==> src/rtl/dual_store_buffer.sv <==
// Dual-lane store buffer: in-order FIFO of stores from both lanes, two-port drain
// into data memory, and youngest-match load forwarding over all buffered entries.
module dual_store_buffer #(
    parameter int unsigned DEPTH = 4,
    parameter int unsigned DW    = 32,
    parameter int unsigned AW    = 32
) (
    input  logic                     clk,
    input  logic                     rst_n,
    input  logic                     st_valid_1,
    input  logic [AW-1:0]            st_addr_1,
    input  logic [DW-1:0]            st_data_1,
    input  logic                     st_valid_2,
    input  logic [AW-1:0]            st_addr_2,
    input  logic [DW-1:0]            st_data_2,
    output logic                     st_ready,
    input  logic [AW-1:0]            ld_addr_1,
    output logic                     fwd_hit_1,
    output logic [DW-1:0]            fwd_data_1,
    input  logic [AW-1:0]            ld_addr_2,
    output logic                     fwd_hit_2,
    output logic [DW-1:0]            fwd_data_2,
    input  logic                     drain_en,
    output logic                     mem_memwrite_1,
    output logic [AW-1:0]            mem_address_1,
    output logic [DW-1:0]            mem_write_data_1,
    output logic                     mem_memwrite_2,
    output logic [AW-1:0]            mem_address_2,
    output logic [DW-1:0]            mem_write_data_2,
    output logic [$clog2(DEPTH):0]   count,
    output logic                     overflow
);
    localparam int unsigned PTR_W = $clog2(DEPTH);
    localparam int unsigned CW    = PTR_W + 1;
    localparam int unsigned MW    = 8;
    localparam logic [CW-1:0] READY_MAX = CW'(DEPTH - 2);

    logic [AW-1:0]    ent_addr [DEPTH];
    logic [DW-1:0]    ent_data [DEPTH];
    logic [DEPTH-1:0] ent_valid;
    logic [DEPTH-1:0] valid_nxt;
    logic [PTR_W-1:0] head;
    logic [PTR_W-1:0] tail;
    logic [PTR_W-1:0] head_p1;
    logic [PTR_W-1:0] tail_p1;
    logic [PTR_W-1:0] wr2_ptr;
    logic [PTR_W-1:0] scan_idx;
    logic             enq_1;
    logic             enq_2;
    logic [1:0]       n_enq;
    logic [1:0]       n_deq;
    logic [CW-1:0]    count_nxt;
    logic             unused_ld_bits;

    assign head_p1 = head + PTR_W'(1);
    assign tail_p1 = tail + PTR_W'(1);

    // Readiness looks only at the registered count; draining entries give no credit.
    assign st_ready = (count <= READY_MAX);
    assign enq_1    = st_ready & st_valid_1;
    assign enq_2    = st_ready & st_valid_2;
    assign wr2_ptr  = st_valid_1 ? tail_p1 : tail;
    assign n_enq    = {1'b0, enq_1} + {1'b0, enq_2};

    // Port 2 holds off when both head entries hit the same memory word.
    assign mem_memwrite_1   = drain_en & ent_valid[head];
    assign mem_address_1    = ent_addr[head];
    assign mem_write_data_1 = ent_data[head];
    assign mem_memwrite_2   = drain_en & ent_valid[head_p1]
                              & (ent_addr[head][MW-1:0] != ent_addr[head_p1][MW-1:0]);
    assign mem_address_2    = ent_addr[head_p1];
    assign mem_write_data_2 = ent_data[head_p1];
    assign n_deq            = {1'b0, mem_memwrite_1} + {1'b0, mem_memwrite_2};

    assign count_nxt = count + CW'(n_enq) - CW'(n_deq);

    assign unused_ld_bits = ^{ld_addr_1[AW-1:MW], ld_addr_2[AW-1:MW]};

    // Entry valid bits after this cycle's drain and enqueue.
    always_comb begin
        valid_nxt = ent_valid;
        if (mem_memwrite_1) valid_nxt[head]    = 1'b0;
        if (mem_memwrite_2) valid_nxt[head_p1] = 1'b0;
        if (enq_1)          valid_nxt[tail]    = 1'b1;
        if (enq_2)          valid_nxt[wr2_ptr] = 1'b1;
    end

    // Scan oldest to youngest so the last match (nearest tail) wins.
    always_comb begin
        fwd_hit_1  = 1'b0;
        fwd_data_1 = '0;
        fwd_hit_2  = 1'b0;
        fwd_data_2 = '0;
        scan_idx   = head;
        for (int i = 0; i < int'(DEPTH); i++) begin
            scan_idx = head + PTR_W'(i);
            if (ent_valid[scan_idx] && ent_addr[scan_idx][MW-1:0] == ld_addr_1[MW-1:0]) begin
                fwd_hit_1  = 1'b1;
                fwd_data_1 = ent_data[scan_idx];
            end
            if (ent_valid[scan_idx] && ent_addr[scan_idx][MW-1:0] == ld_addr_2[MW-1:0]) begin
                fwd_hit_2  = 1'b1;
                fwd_data_2 = ent_data[scan_idx];
            end
        end
    end

    always_ff @(posedge clk or negedge rst_n) begin
        if (!rst_n) begin
            head      <= '0;
            tail      <= '0;
            count     <= '0;
            ent_valid <= '0;
            overflow  <= 1'b0;
        end else begin
            head      <= head + PTR_W'(n_deq);
            tail      <= tail + PTR_W'(n_enq);
            count     <= count_nxt;
            ent_valid <= valid_nxt;
            if ((st_valid_1 | st_valid_2) & ~st_ready) overflow <= 1'b1;
        end
    end

    // Payload storage needs no reset; validity is tracked separately.
    always_ff @(posedge clk) begin
        if (enq_1) begin
            ent_addr[tail] <= st_addr_1;
            ent_data[tail] <= st_data_1;
        end
        if (enq_2) begin
            ent_addr[wr2_ptr] <= st_addr_2;
            ent_data[wr2_ptr] <= st_data_2;
        end
    end

endmodule

==> config.mk <==
export PLATFORM = sky130hd
export DESIGN_NAME = dual_store_buffer
export DESIGN_NICKNAME = d
export VERILOG_FILES = /design/src/rtl/dual_store_buffer.sv
export SDC_FILE = /design/constraint.sdc
export NUM_CORES = 1
export LEC_CHECK = 0
export CORE_UTILIZATION = 45
export CTS_CLUSTER_SIZE = 30
export DETAILED_ROUTE_END_ITERATION = 6
export PLACE_DENSITY = 0.72
export SLEW_MARGIN = 20
export SYNTH_ARGS = -nofsm -noshare
export SYNTH_HDL_FRONTEND = slang
export SYNTH_SLANG_ARGS = --single-unit
==> constraint.sdc <==
create_clock -name clk -period 8.5 [get_ports clk]
set_input_delay 1.275 -clock clk [delete_from_list [all_inputs] [get_ports clk]]
set_output_delay 1.275 -clock clk [all_outputs]
set_load 0.005 [all_outputs]
### Word-level counts from Yosys, hierarchy flattened

Memory sizes are Yosys's and may differ from the RTL's.
Index checks and enable logic that the tools add are counted.

* logic and storage cells: 104
* memory bits (read-only): 0
* output and inout bits: 201
* register bits: 12
* bits of input ports: 197
* memories kept: 2
* latch bits: 0
* memory bits (writable): 256

Memories
* ent_addr: depth 4, bits a word 32, rd ports 4, clocked after memory_dff 0, write ports 2, line 38 `logic [AW-1:0] ent_addr [DEPTH];`
* ent_data: depth 4, bits a word 32, rd ports 4, clocked after memory_dff 0, write ports 2, line 39 `logic [DW-1:0] ent_data [DEPTH];`

* reductions and logical operators: 12
* magnitude comparators: 11
* divide/modulo/power cells: 0
* equality and inequality tests: 9
* multiply operators: 0
* $add $sub $neg: 10
* muxes and demuxes: 41
* bitwise logic cells: 14
* shifts and indexed selects: 0

Operators with widths (count)
* 32-bit two-way mux: 8
* 8-bit equality test: 8
* 1-bit two-way mux: 20
* 2-bit by 3-bit less-than comparator with 1-bit output (second input constant): 6
* 4-bit two-way mux: 4
* 1-bit logical AND: 12
* 4-bit bitwise AND: 2
* 1-bit binary-select mux with 2-bit select: 4
* 1-bit demux with 2-bit select: 4
* 2-bit by 1-bit greater-or-equal comparator with 1-bit output (second input constant): 4
* 8-bit != test: 1
* 4-bit inverter: 2
* 4-bit bitwise OR: 2
* 1-bit bitwise AND: 6
* 1-bit by 1-bit adder with 2-bit output: 2
* 2-bit by 1-bit adder with 2-bit output (second input constant): 2
* 2-bit adder: 2
* 2-bit adder (second input constant): 2
* 3-bit by 2-bit adder with 3-bit output: 1
* 3-bit by 2-bit less-or-equal comparator with 1-bit output (second input constant): 1
* 3-bit by 2-bit subtractor with 3-bit output: 1
* 2-bit two-way mux: 1
* 1-bit inverter: 1
* 1-bit bitwise OR: 1

### Depth between registers and ports, before layout

Gate-level depths: netlist of the first run.

* depth in word-level cells: 13
* gate-level depth with buffers: 24
* gate-level depth less buffers: 13

### Worst setup path before layout of the first run

OpenSTA, ideal clock, no wires.

* path type: reg-to-output
* start: register head[0]
* end: output port fwd_data_1[12]
* slack: 2.138 ns
* stages on the path, launching flop included: 22
* arrival time: 5.087 ns
* cells stage by stage: dfrtp_1 -> buf_6 -> buf_6 -> buf_6 -> buf_4 -> buf_2 -> buf_2 -> buf_2 -> buf_2 -> buf_2 -> inv_1 -> ha_1 -> buf_2 -> buf_4 -> mux4_2 -> xnor2_1 -> nand3_1 -> nor3_2 -> clkbuf_1 -> mux2_2 -> nand2_2 -> a31oi_2

* cells in the longest elaborated chain, start to end: 7
* elaborated cells between the ends (all ways): 25
* those cells by class: add/sub: 3; eq/ne: 4; mux: 12; reduce/logical: 4; memory: 2

Ends and longest elaborated chain
* start, declared: line 42 `logic [PTR_W-1:0] head;`
* start signal, assigned: line 116 `head <= head + PTR_W'(n_deq);`
* 2-bit by 1-bit adder with 2-bit output
* memory read 4 x 32 bit
* net mem_address_2[6]: line 28 `output logic [AW-1:0] mem_address_2,`
* 8-bit equality test: line 97 `if (ent_valid[scan_idx] && ent_addr[scan_idx][MW-1:0] == ld_addr_1[MW-1:0]) begin`
* 1-bit logical AND: line 97
* 32-bit two-way mux (3 in series): line 97
* end, declared: line 19 `output logic [DW-1:0] fwd_data_1,`

The timed path passes the listed nets, and every way through them passes these cells. The select of a mux whose other input is x is not followed.

### Worst setup path in the final report of the first run

* start: register head[0]
* end: output port fwd_data_1[5]

* cells in the longest elaborated chain, start to end: 7
* elaborated cells between the ends (all ways): 25
* those cells by class: add/sub: 3; eq/ne: 4; mux: 12; reduce/logical: 4; memory: 2

Ends and longest elaborated chain
* 2-bit by 1-bit adder with 2-bit output (tied with other cells): line 96 `scan_idx = head + PTR_W'(i);`
* memory read 4 x 32 bit (tied with other cells)
* 8-bit equality test (tied with other cells): line 97
* 1-bit logical AND or 32-bit two-way mux (tied branches): line 97
* 32-bit two-way mux (2 in series): line 97
* 32-bit two-way mux (*): line 97

Every way passes the cells marked *; elsewhere a longest branch is shown, timed or not. The select of a mux whose other input is x is not followed.

==> results.ini, run 1 <==
[routing]
vias=13900
first_iter_violations=1111
drt_wl_total_mm=58.6
drc_errors=0
postRouteAntennaNets=0
drtPass1Iterations=5
wl_per_cell_um=26.4
viasPerCell=6.28

[global_routing]
gr-total-overflow=0
antenna_found_initial=9
grtUsageTotal_pct=26.4
grt_pass1_vias=14500
grt_max_degree=136
grt_pass1_wl_mm=87.7

[clock_network]
cts_root_buf=clkbuf_16
cts_setup_buffers=0
cts-resized-gates=0
worstSkewPairLatency_ns=0.52
path_clk_slew_ns=0.05
cts_buffer_depth=3
cts_tree=yes
cts.sinks=268
hold_buffers=0
htree_levels=2
numCtsBuffers=34

[logic_synthesis]
post-synth-top-area-cell=edfxtp_1
synth_nets=1527
yosysTopAreaCellShare_pct=39.4
synth_top_family_by_area=multiplexers
yosys.area_share.xor_xnor_pct=3.50
synth-edff-count=256
ys_seq_area_share_pct=40.9
syn_area_per_cell_sq_um=14.9
yosysUniqueCellTypes=52
synth_compound_area_share_pct=4.74
ys_warn_count=0
async_reset_ff_share_pct=4.48
ys_top_cells_by_area=edfxtp_1 39%, mux4_2 24%, mux2_2 16%
ys_ff_latch=268
netlist_area_sq_um=19500
yosys.area_share.simple_pct=4.22
syn_inst=1314
synthMuxAreaShare_pct=42.5
synth_ff_type=edfxtp_1
synth_adder_area_share_pct=1.10

[power_and_ir_drop]
power_density_nw_per_um2=369
p_clk_share_pct=15.9
combPwrFrac_pct=60.5
sw_frac_of_total_pct=36.9
ir_drop_mv=0.266
p_leak_nw=7.95
pwr-share-seq_pct=23.6
p_switching_mw=3.36
internal_power_mw=5.75

[worst_setup_path]
endpoint_kind=output port
critPathKind=reg2out
cp-start-kind=flop
critPathMaxFanout=39
reg2reg_depth=13
worstPathArrival_ns=5.76
critical_path_required_ns=7.22

[floorplan]
fp.dieH_um=210
rows=75
die_area_sq_um=44200
core_sq_um=42400
start_util_pct=46.0
die_w_um=210
ioPinCount=398

[placed_design]
gp_congestion=0.866
dpl.hpwl_mm=38.4
port_buffers=349

[timing]
rsz0062_at_grt=no
maxSlewViolCount=0
setup_violations=0
hold_viol=0
max_freq_mhz=142
clock_skew_ns=0.00995
timing.hold.ws_ns=0.481
relSlewSlack_pct=26.1
setup_tns_ns=0
period_needed_ns=7.04
min_period_over_period_pct=82.8
worst_pin_slew_ns=1.11

[finish]
drive_above_1_share_pct=38.6
finish.utilization_pct=58.2
area_delta_synth_final_pct=26.4
fin_nets=1825
fill_cells=3381

[hold_path]
hp-class=reg2reg
hold_depth=1

[run_status]
status=finished, final reports clean

[job]
cap_viol_max_count=0

[flip-flops by register name, summed over array words and instances, names as in the netlist]
signal	cells
count	3
ent_addr	128
ent_valid	4
tail	2
ent_data	128
head	2
overflow	1
[power groups by stage]
stage          Combinational (mW)  Clock [mW]  Sequential, mW
4_1_cts                      5.55        1.47            2.15
3_3_place_gp                 5.48           0            2.14
5_1_grt                      5.87        1.52            2.20
6_report                     5.51        1.45            2.15
2_1_floorplan                3.51           0            2.06
3_5_place_dp                 5.51           0            2.17
[layout make-up]
class	instances	area [sq um]	share of cell area [%]
multi-input combinational	917	11000	44.8
sequential	268	8000	32.4
timing repair buffer	381	3750	15.2
clock buffer	51	988	4.01
tap	577	722	2.93
clock inverter	11	126	0.512
inverter	10	37.5	0.152
antenna	5	12.5	0.0507
[final timing paths]
path                           from            end  slack (ns)
min in group asynchronous     rst_n       count[2]        1.13
min reg2reg                overflow       overflow        0.48
max in group asynchronous     rst_n        head[1]        6.93
max reg2reg                 head[0]       count[2]        3.56
min                        overflow       overflow        0.48
max                         head[0]  fwd_data_1[5]        1.46
[stage by stage]
step                cell area [sq um]  power [mW]  setup WS, ns  std cells
floorplan                       19500        5.56          2.14       1314
global placement                23500        7.62          2.02       2153
detailed placement              23500        7.68          2.02       2153
CTS                             24700        9.17          1.44       2215
global route                    24700        9.59          1.22       2218
finish                          24700        9.11          1.46       2220
[cell usage after synthesis (3+ instances only)]
cell	count
a21oi_1	30
a21oi_2	3
a22oi_1	24
a22oi_2	3
a31o_2	5
a31oi_2	17
buf_1	11
buf_2	27
buf_4	7
buf_6	4
clkbuf_1	68
dfrtp_1	12
edfxtp_1	256
ha_1	14
inv_1	10
mux2_1	6
mux2_2	280
mux2i_1	30
mux4_2	212
nand2_1	51
nand2_2	17
nand3_1	13
nand4_1	10
nor2_1	45
nor3_1	9
nor4_1	7
o21ai_0	20
o22ai_1	13
o31ai_1	3
xnor2_1	66
xor2_1	12
[cells in the final DEF (no fill, tap or decap), types with 3 or more instances in the layout]
| cell type | Yosys | routed |
|---|---|---|
| diode_2 | 0 | 5 |
| nor3_4 | 2 | 3 |
| mux2_1 | 6 | 6 |
| clkdlybuf4s50_1 | 0 | 349 |
| a21oi_1 | 30 | 30 |
| nand3_1 | 13 | 13 |
| o22ai_1 | 13 | 13 |
| mux2i_1 | 30 | 30 |
| mux2_2 | 280 | 280 |
| o21ai_0 | 20 | 17 |
| inv_1 | 10 | 10 |
| dfrtp_1 | 12 | 10 |
| ha_1 | 14 | 13 |
| o21ai_4 | 0 | 3 |
| buf_4 | 7 | 31 |
| bufinv_16 | 0 | 3 |
| a21oi_2 | 3 | 3 |
| clkbuf_16 | 0 | 37 |
| edfxtp_1 | 256 | 256 |
| a31o_2 | 5 | 5 |
| nand2_4 | 0 | 5 |
| nor4_1 | 7 | 7 |
| nor2_1 | 45 | 45 |
| a22oi_1 | 24 | 24 |
| a31oi_2 | 17 | 17 |
| nand2_1 | 51 | 46 |
| o31ai_1 | 3 | 3 |
| nor3_1 | 9 | 7 |
| nand2_2 | 17 | 17 |
| clkbuf_1 | 68 | 13 |
| xnor2_1 | 66 | 66 |
| a22oi_2 | 3 | 3 |
| nand4_1 | 10 | 10 |
| mux4_2 | 212 | 212 |
| xor2_1 | 12 | 12 |
| clkinv_1 | 0 | 5 |
[layer usage]
metal  up-vias  track usage (%)  share of wire, %
met4         6             9.36               3.1
met1      7177             31.8                38
met3       119             8.09                10
met5         -                0             0.072
met2       662             44.6                49
li1       5970                -                 -
[worst max-delay path, cell delays in order (launching register included)]
cell and delay, ns:
dfrtp_4 0.80, inv_1 0.19, ha_4 0.50, buf_4 0.60, mux4_2 0.40, nand2_1 0.13, or3_1 0.51, a21oi_4 0.56
buf_4 0.44, a22oi_1 0.12, a21oi_1 0.33, clkdlybuf4s50_1 0.59
[kinds of logic (layout without fill, tap and decap cells)]
| kind of cell | after synthesis | after routing |
|---|---|---|
| AO/OA/AOI/OAI | 126 | 126 |
| XOR/XNOR | 78 | 78 |
| adder cells (fa/ha/maj) | 16 | 16 |
| buffers and inverters | 129 | 453 |
| flip-flops | 268 | 268 |
| multiplexers | 528 | 528 |
| other | 0 | 5 |
| AND/OR/NAND/NOR | 169 | 169 |
Note: power is estimated with default switching activity, not from simulation.
==> inputs of run 2 (changes only) <==
- clock period: 8.5 -> 6.6 ns (I/O delays scaled with it)
==> run 2 against run 1 <==
Non-clock buffer count is 3 lower. Sequential cell count is the same. Via count decreased by 1.8%. Critical path depth shrank 1. Clock power increased by 8%. Core utilization shrank 0.47 points. Clock skew increased by 0.0026 ns. Sequential share of layout area grew 0.27 points. Power up 25%. Critical endpoint is now fwd_data_1[7]. Largest cell class unchanged.
==> results.ini, run 2 (same netlist as run 1, synthesis figures left out) <==
[routing]
vias=13700  ; -1.8%
wl_per_cell_um=26.2  ; -0.90%
drc_errors=0  ; unchanged
postRouteAntennaNets=0  ; unchanged
viasPerCell=6.20  ; -1.3%
drt_wl_total_mm=57.8  ; -1.4%
first_iter_violations=997  ; -10%
drtPass1Iterations=5  ; unchanged

[floorplan]
ioPinCount=398  ; unchanged
core_sq_um=42400  ; unchanged
rows=75  ; unchanged
die_w_um=210  ; unchanged
fp.dieH_um=210  ; unchanged
die_area_sq_um=44200  ; unchanged
start_util_pct=46.0  ; unchanged

[worst_setup_path]
critPathKind=reg2out
rr_startpoint=head[0]
critPathMaxFanout=56  ; +44%
reg2reg_depth=12  ; -1
worstPathArrival_ns=5.11  ; -0.65 ns
cp-start-kind=flop
critical_path_required_ns=5.61  ; -1.61 ns
endpoint_kind=output port
reg2reg_slack_ns=2.01  ; -1.55 ns
r2r_end=count[2]

[finish]
multi_input_area_sq_um=11000  ; unchanged
seq_area_sq_um=8000  ; unchanged
area_delta_synth_final_pct=25.3
instances_no_fill=2209  ; -0.50%
finish.utilization_pct=57.7  ; -0.47 points
final_cell_mix=349 x clkdlybuf4s50_1, 280 x mux2_2, 256 x edfxtp_1, 212 x mux4_2, 66 x xnor2_1
layout_commonest_cell=clkdlybuf4s50_1
drive_above_1_share_pct=38.6  ; +0.053 points
fill_cells=3446  ; +1.9%
top_regs=ent_addr: 128 flops, ent_data: 128 flops, ent_valid: 4 flops
fin_nets=1818  ; -0.38%

[timing]
period_needed_ns=6.10
maxSlewViolCount=0  ; unchanged
setup_violations=0  ; unchanged
worst_pin_slew_ns=1.08  ; -0.0250 ns
clock_skew_ns=0.0125  ; +0.00256 ns
timing.hold.ws_ns=0.497  ; +0.0162 ns
max_freq_mhz=164
setup_tns_ns=0  ; unchanged
relSlewSlack_pct=27.8  ; +1.7 points
rsz0062_at_grt=no
min_period_over_period_pct=92.4
hold_viol=0  ; unchanged

[clock_network]
cts_tree=yes
cts.sinks=268  ; unchanged
worstSkewPairLatency_ns=0.57  ; +0.05 ns
hold_buffers=0  ; unchanged
cts_root_buf=clkbuf_16
path_clk_slew_ns=0.06  ; about the same
numCtsBuffers=30  ; -12%
cts-resized-gates=0  ; unchanged
cts_setup_buffers=0  ; unchanged
cts_buffer_depth=3  ; unchanged
htree_levels=1  ; -1

[job]
cap_viol_max_count=0  ; unchanged

[power_and_ir_drop]
p_total_mw=11.4  ; +25%
p_leak_nw=7.86  ; -1.1%
p_clk_share_pct=13.7  ; -2.2 points
ir_drop_mv=0.457  ; +72%
internal_power_mw=7.14  ; +24%
combPwrFrac_pct=62.7  ; +2.2 points
p_switching_mw=4.28  ; +27%
sw_frac_of_total_pct=37.5  ; +0.58 points
pwr-share-seq_pct=23.6  ; about the same
power_density_nw_per_um2=467  ; +26%

[global_routing]
gr-total-overflow=0  ; unchanged
grt_pass1_wl_mm=87.9  ; +0.25%
antenna_found_initial=9  ; unchanged
grt_pass1_vias=14200  ; -1.9%
grt_max_degree=64  ; -53%
grtUsageTotal_pct=26.4  ; about the same

[hold_path]
min_to=overflow
hp-start=overflow
hp-class=reg2reg
hold_depth=1  ; unchanged

[placed_design]
dpl.hpwl_mm=38.6  ; +0.48%
gp_congestion=0.881  ; +1.8%
port_buffers=349  ; unchanged
numPlacedInstances=2150  ; -0.14%

[run_status]
status=finished, final reports clean

run 2: worst max path at each step:
stage,from,to,slack [ns],depth (start not counted)
detailed placement,head[0],fwd_data_1[7],1.14,10
global placement,head[0],fwd_data_1[7],1.12,10
global route,head[0],fwd_data_1[7],0.28,10
finish,head[0],fwd_data_1[7],0.50,10
floorplan,head[0],fwd_data_1[12],0.52,21
CTS,head[0],fwd_data_1[7],0.51,10
run 2: layout make-up:
cell class                      count  area share (%)
Multi-Input combinational cell    917            45.1
Sequential cell                   268            32.7
Timing Repair Buffer              378            15.3
Clock buffer                       40            3.43
Tap cell                          577            2.95
Clock inverter                     15           0.307
Inverter                           10           0.153
Antenna cell                        4          0.0409
run 2: critical path: stages (launching register included):
cell and delay, ns:
dfrtp_4 0.40, buf_4 0.70, mux4_2 0.69, xnor2_1 0.25, nand4_1 0.20, or3_4 0.45, a21oi_4 0.51, buf_12 0.28
a22oi_1 0.09, a21oi_1 0.31, clkdlybuf4s50_1 0.59
run 2: stage by stage:
stage	instance area (sq um)	setup WS, ns
floorplan	19500	0.523
CTS	24500	0.512
detailed placement	23600	1.14
global placement	23600	1.12
finish	24500	0.499
global route	24500	0.284
run 2: power by group through the flow:
| stage | registers, mW | clock network (mW) | logic (mW) |
|---|---|---|---|
| floorplan | 2.65 | 0 | 4.51 |
| global placement | 2.68 | 0 | 7.10 |
| detailed placement | 2.72 | 0 | 7.17 |
| CTS | 2.69 | 1.60 | 7.22 |
| global route | 2.75 | 1.66 | 7.65 |
| finish | 2.70 | 1.57 | 7.16 |
run 2: routing by layer:
metal / up-vias / GRT usage, % / part of all wire [%]
met5: - / 0 / 0.14
met4: 12 / 7.32 / 2.7
met3: 109 / 7.18 / 9.6
met2: 609 / 44.9 / 49
met1: 6997 / 33.0 / 39
li1: 5962 / - / -
==> inputs of run 3 (changes only) <==
- CTS_BUF_LIST: default -> sky130_fd_sc_hd__clkbuf_4 sky130_fd_sc_hd__clkbuf_8
- clock period: 6.6 -> 6.8 ns (I/O delays scaled with it)
==> run 3 against run 2 <==
Final area up 0.12%. Wire length up 1.0%. Sequential cell count unchanged. Global-route usage up 0.21 points. Hold slack worse by 0.0050 ns. Core utilization up 0.071 points. Power down 3.3%. Die area unchanged. Sequential share of layout area about the same. Combinational power down 3.2%. First-iteration DRC count up 4.9%. Clock skew up 0.0053 ns. Critical endpoint unchanged. Highest routed layer unchanged.
==> results.ini, run 3 (same netlist as run 1, synthesis figures left out) <==
[run_status]
status=finished, final reports clean

[floorplan]
die_area_sq_um=44200  ; unchanged
rows=75  ; unchanged
die_w_um=210  ; unchanged
core_sq_um=42400  ; unchanged
ioPinCount=398  ; unchanged
start_util_pct=46.0  ; unchanged
fp.dieH_um=210  ; unchanged

[clock_network]
cts_buffer_depth=3  ; unchanged
worstSkewPairLatency_ns=0.62  ; +0.05 ns
path_clk_slew_ns=0.06  ; about the same
hold_buffers=0  ; unchanged
cts_tree=yes
cts_root_buf=clkbuf_8
cts.sinks=268  ; unchanged
htree_levels=2  ; +1
cts_setup_buffers=0  ; unchanged
cts-resized-gates=0  ; unchanged
numCtsBuffers=48  ; +60%

[timing]
worst_pin_slew_ns=0.919  ; -0.164 ns
rsz0062_at_grt=no
hold_viol=0  ; unchanged
period_needed_ns=6.26
min_period_over_period_pct=92.0
setup_violations=0  ; unchanged
setup_tns_ns=0  ; unchanged
relSlewSlack_pct=38.8  ; +11 points
max_freq_mhz=160
clock_skew_ns=0.0178  ; +0.00529 ns
maxSlewViolCount=0  ; unchanged

[finish]
final_cell_mix=349 x clkdlybuf4s50_1, 280 x mux2_2, 256 x edfxtp_1, 212 x mux4_2, 66 x xnor2_1
area_delta_synth_final_pct=25.5
fin_area_sq_um=24500  ; +0.12%
drive_above_1_share_pct=39.9  ; +1.2 points
multi_input_area_sq_um=11100  ; about the same
seq_area_sq_um=8000  ; unchanged
fill_cells=3370  ; -2.2%
finish.utilization_pct=57.8  ; +0.071 points
fin_nets=1838  ; +1.1%
layout_commonest_cell=clkdlybuf4s50_1
top_regs=ent_addr: 128 flops, ent_data: 128 flops, ent_valid: 4 flops

[worst_setup_path]
cp-start-kind=flop
endpoint_kind=output port
critPathMaxFanout=119  ; +110%
critical_path_required_ns=5.78  ; +0.17 ns
critPathKind=reg2out
worstPathArrival_ns=5.24  ; +0.13 ns

[routing]
wl_per_cell_um=26.1  ; -0.45%
viasPerCell=6.20  ; about the same
vias=13900  ; +1.5%
first_iter_violations=1046  ; +4.9%
drt_wl_total_mm=58.4  ; +1.0%
drc_errors=0  ; unchanged
drtPass1Iterations=5  ; unchanged
postRouteAntennaNets=0  ; unchanged

[power_and_ir_drop]
power_density_nw_per_um2=451  ; -3.4%
p_leak_nw=7.91  ; +0.58%
ir_drop_mv=0.508  ; +11%

[global_routing]
antenna_found_initial=10  ; +1
grt_max_degree=120  ; +88%
grt_pass1_vias=14400  ; +1.2%
grtUsageTotal_pct=26.6  ; +0.21 points
gr-total-overflow=0  ; unchanged
grt_pass1_wl_mm=88.2  ; +0.35%

[placed_design]
dpl.hpwl_mm=38.6  ; about the same
port_buffers=349  ; unchanged
gp_congestion=0.856  ; -2.9%
place_area_sq_um=23600  ; +0.12%

[job]
cap_viol_max_count=0  ; unchanged

[hold_path]
hp-class=reg2reg

[run 3: final cells by class]
type	instances	share of cell area [%]
multi-input combinational	917	45.1
sequential	268	32.6
timing repair buffer	380	15.4
clock buffer	64	3.19
tap	577	2.95
clock inverter	21	0.516
inverter	10	0.153
antenna	5	0.0511
[run 3: stage by stage]
step	instances	setup WS (ns)	total power [mW]	hold WS [ns]
6_report	2242	0.541	11.0	0.492
5_1_grt	2238	0.252	11.7	0.511
4_1_cts	2237	0.423	11.1	0.495
3_5_place_dp	2152	1.13	9.59	0.484
3_3_place_gp	2152	1.13	9.52	0.468
2_1_floorplan	1314	0.693	6.95	0.468
[run 3: path summary, 6_finish.rpt]
check                               from       endpoint  cells after the start  slack [ns]
worst max-delay path             head[0]  fwd_data_1[7]                     11        0.54
worst min-delay path            overflow       overflow                      1        0.49
worst max register to register   head[1]       count[2]                     13        2.13
worst min register to register  overflow       overflow                      1        0.49
max in group asynchronous          rst_n        head[1]                      1        5.58
min in group asynchronous          rst_n        tail[1]                      1        0.78
[run 3: routing by layer]
metal | vias up | part of all wire [%] | global-route usage [%]
li1 | 6003 | - | -
met1 | 7133 | 38 | 32.4
met2 | 617 | 50 | 44.8
met3 | 127 | 9.8 | 7.82
met4 | 12 | 2.9 | 9.41
met5 | - | 0.12 | 0
[run 3: power by group]
group / switching, mW / internal [mW]
Clock: 0.693 / 0.783
Combinational: 3.21 / 3.72
Sequential: 0.285 / 2.36
Total: 4.19 / 6.86
[run 3: critical path: stages (launching register included)]
cell and delay [ns]:
dfrtp_4 0.42, buf_12 0.59, buf_4 0.85, mux4_2 0.64, nand2_1 0.17, nor3_4 0.07, buf_4 0.22, a21oi_4 0.12
buf_4 0.48, a22oi_1 0.15, a21oi_1 0.26, clkdlybuf4s50_1 0.57
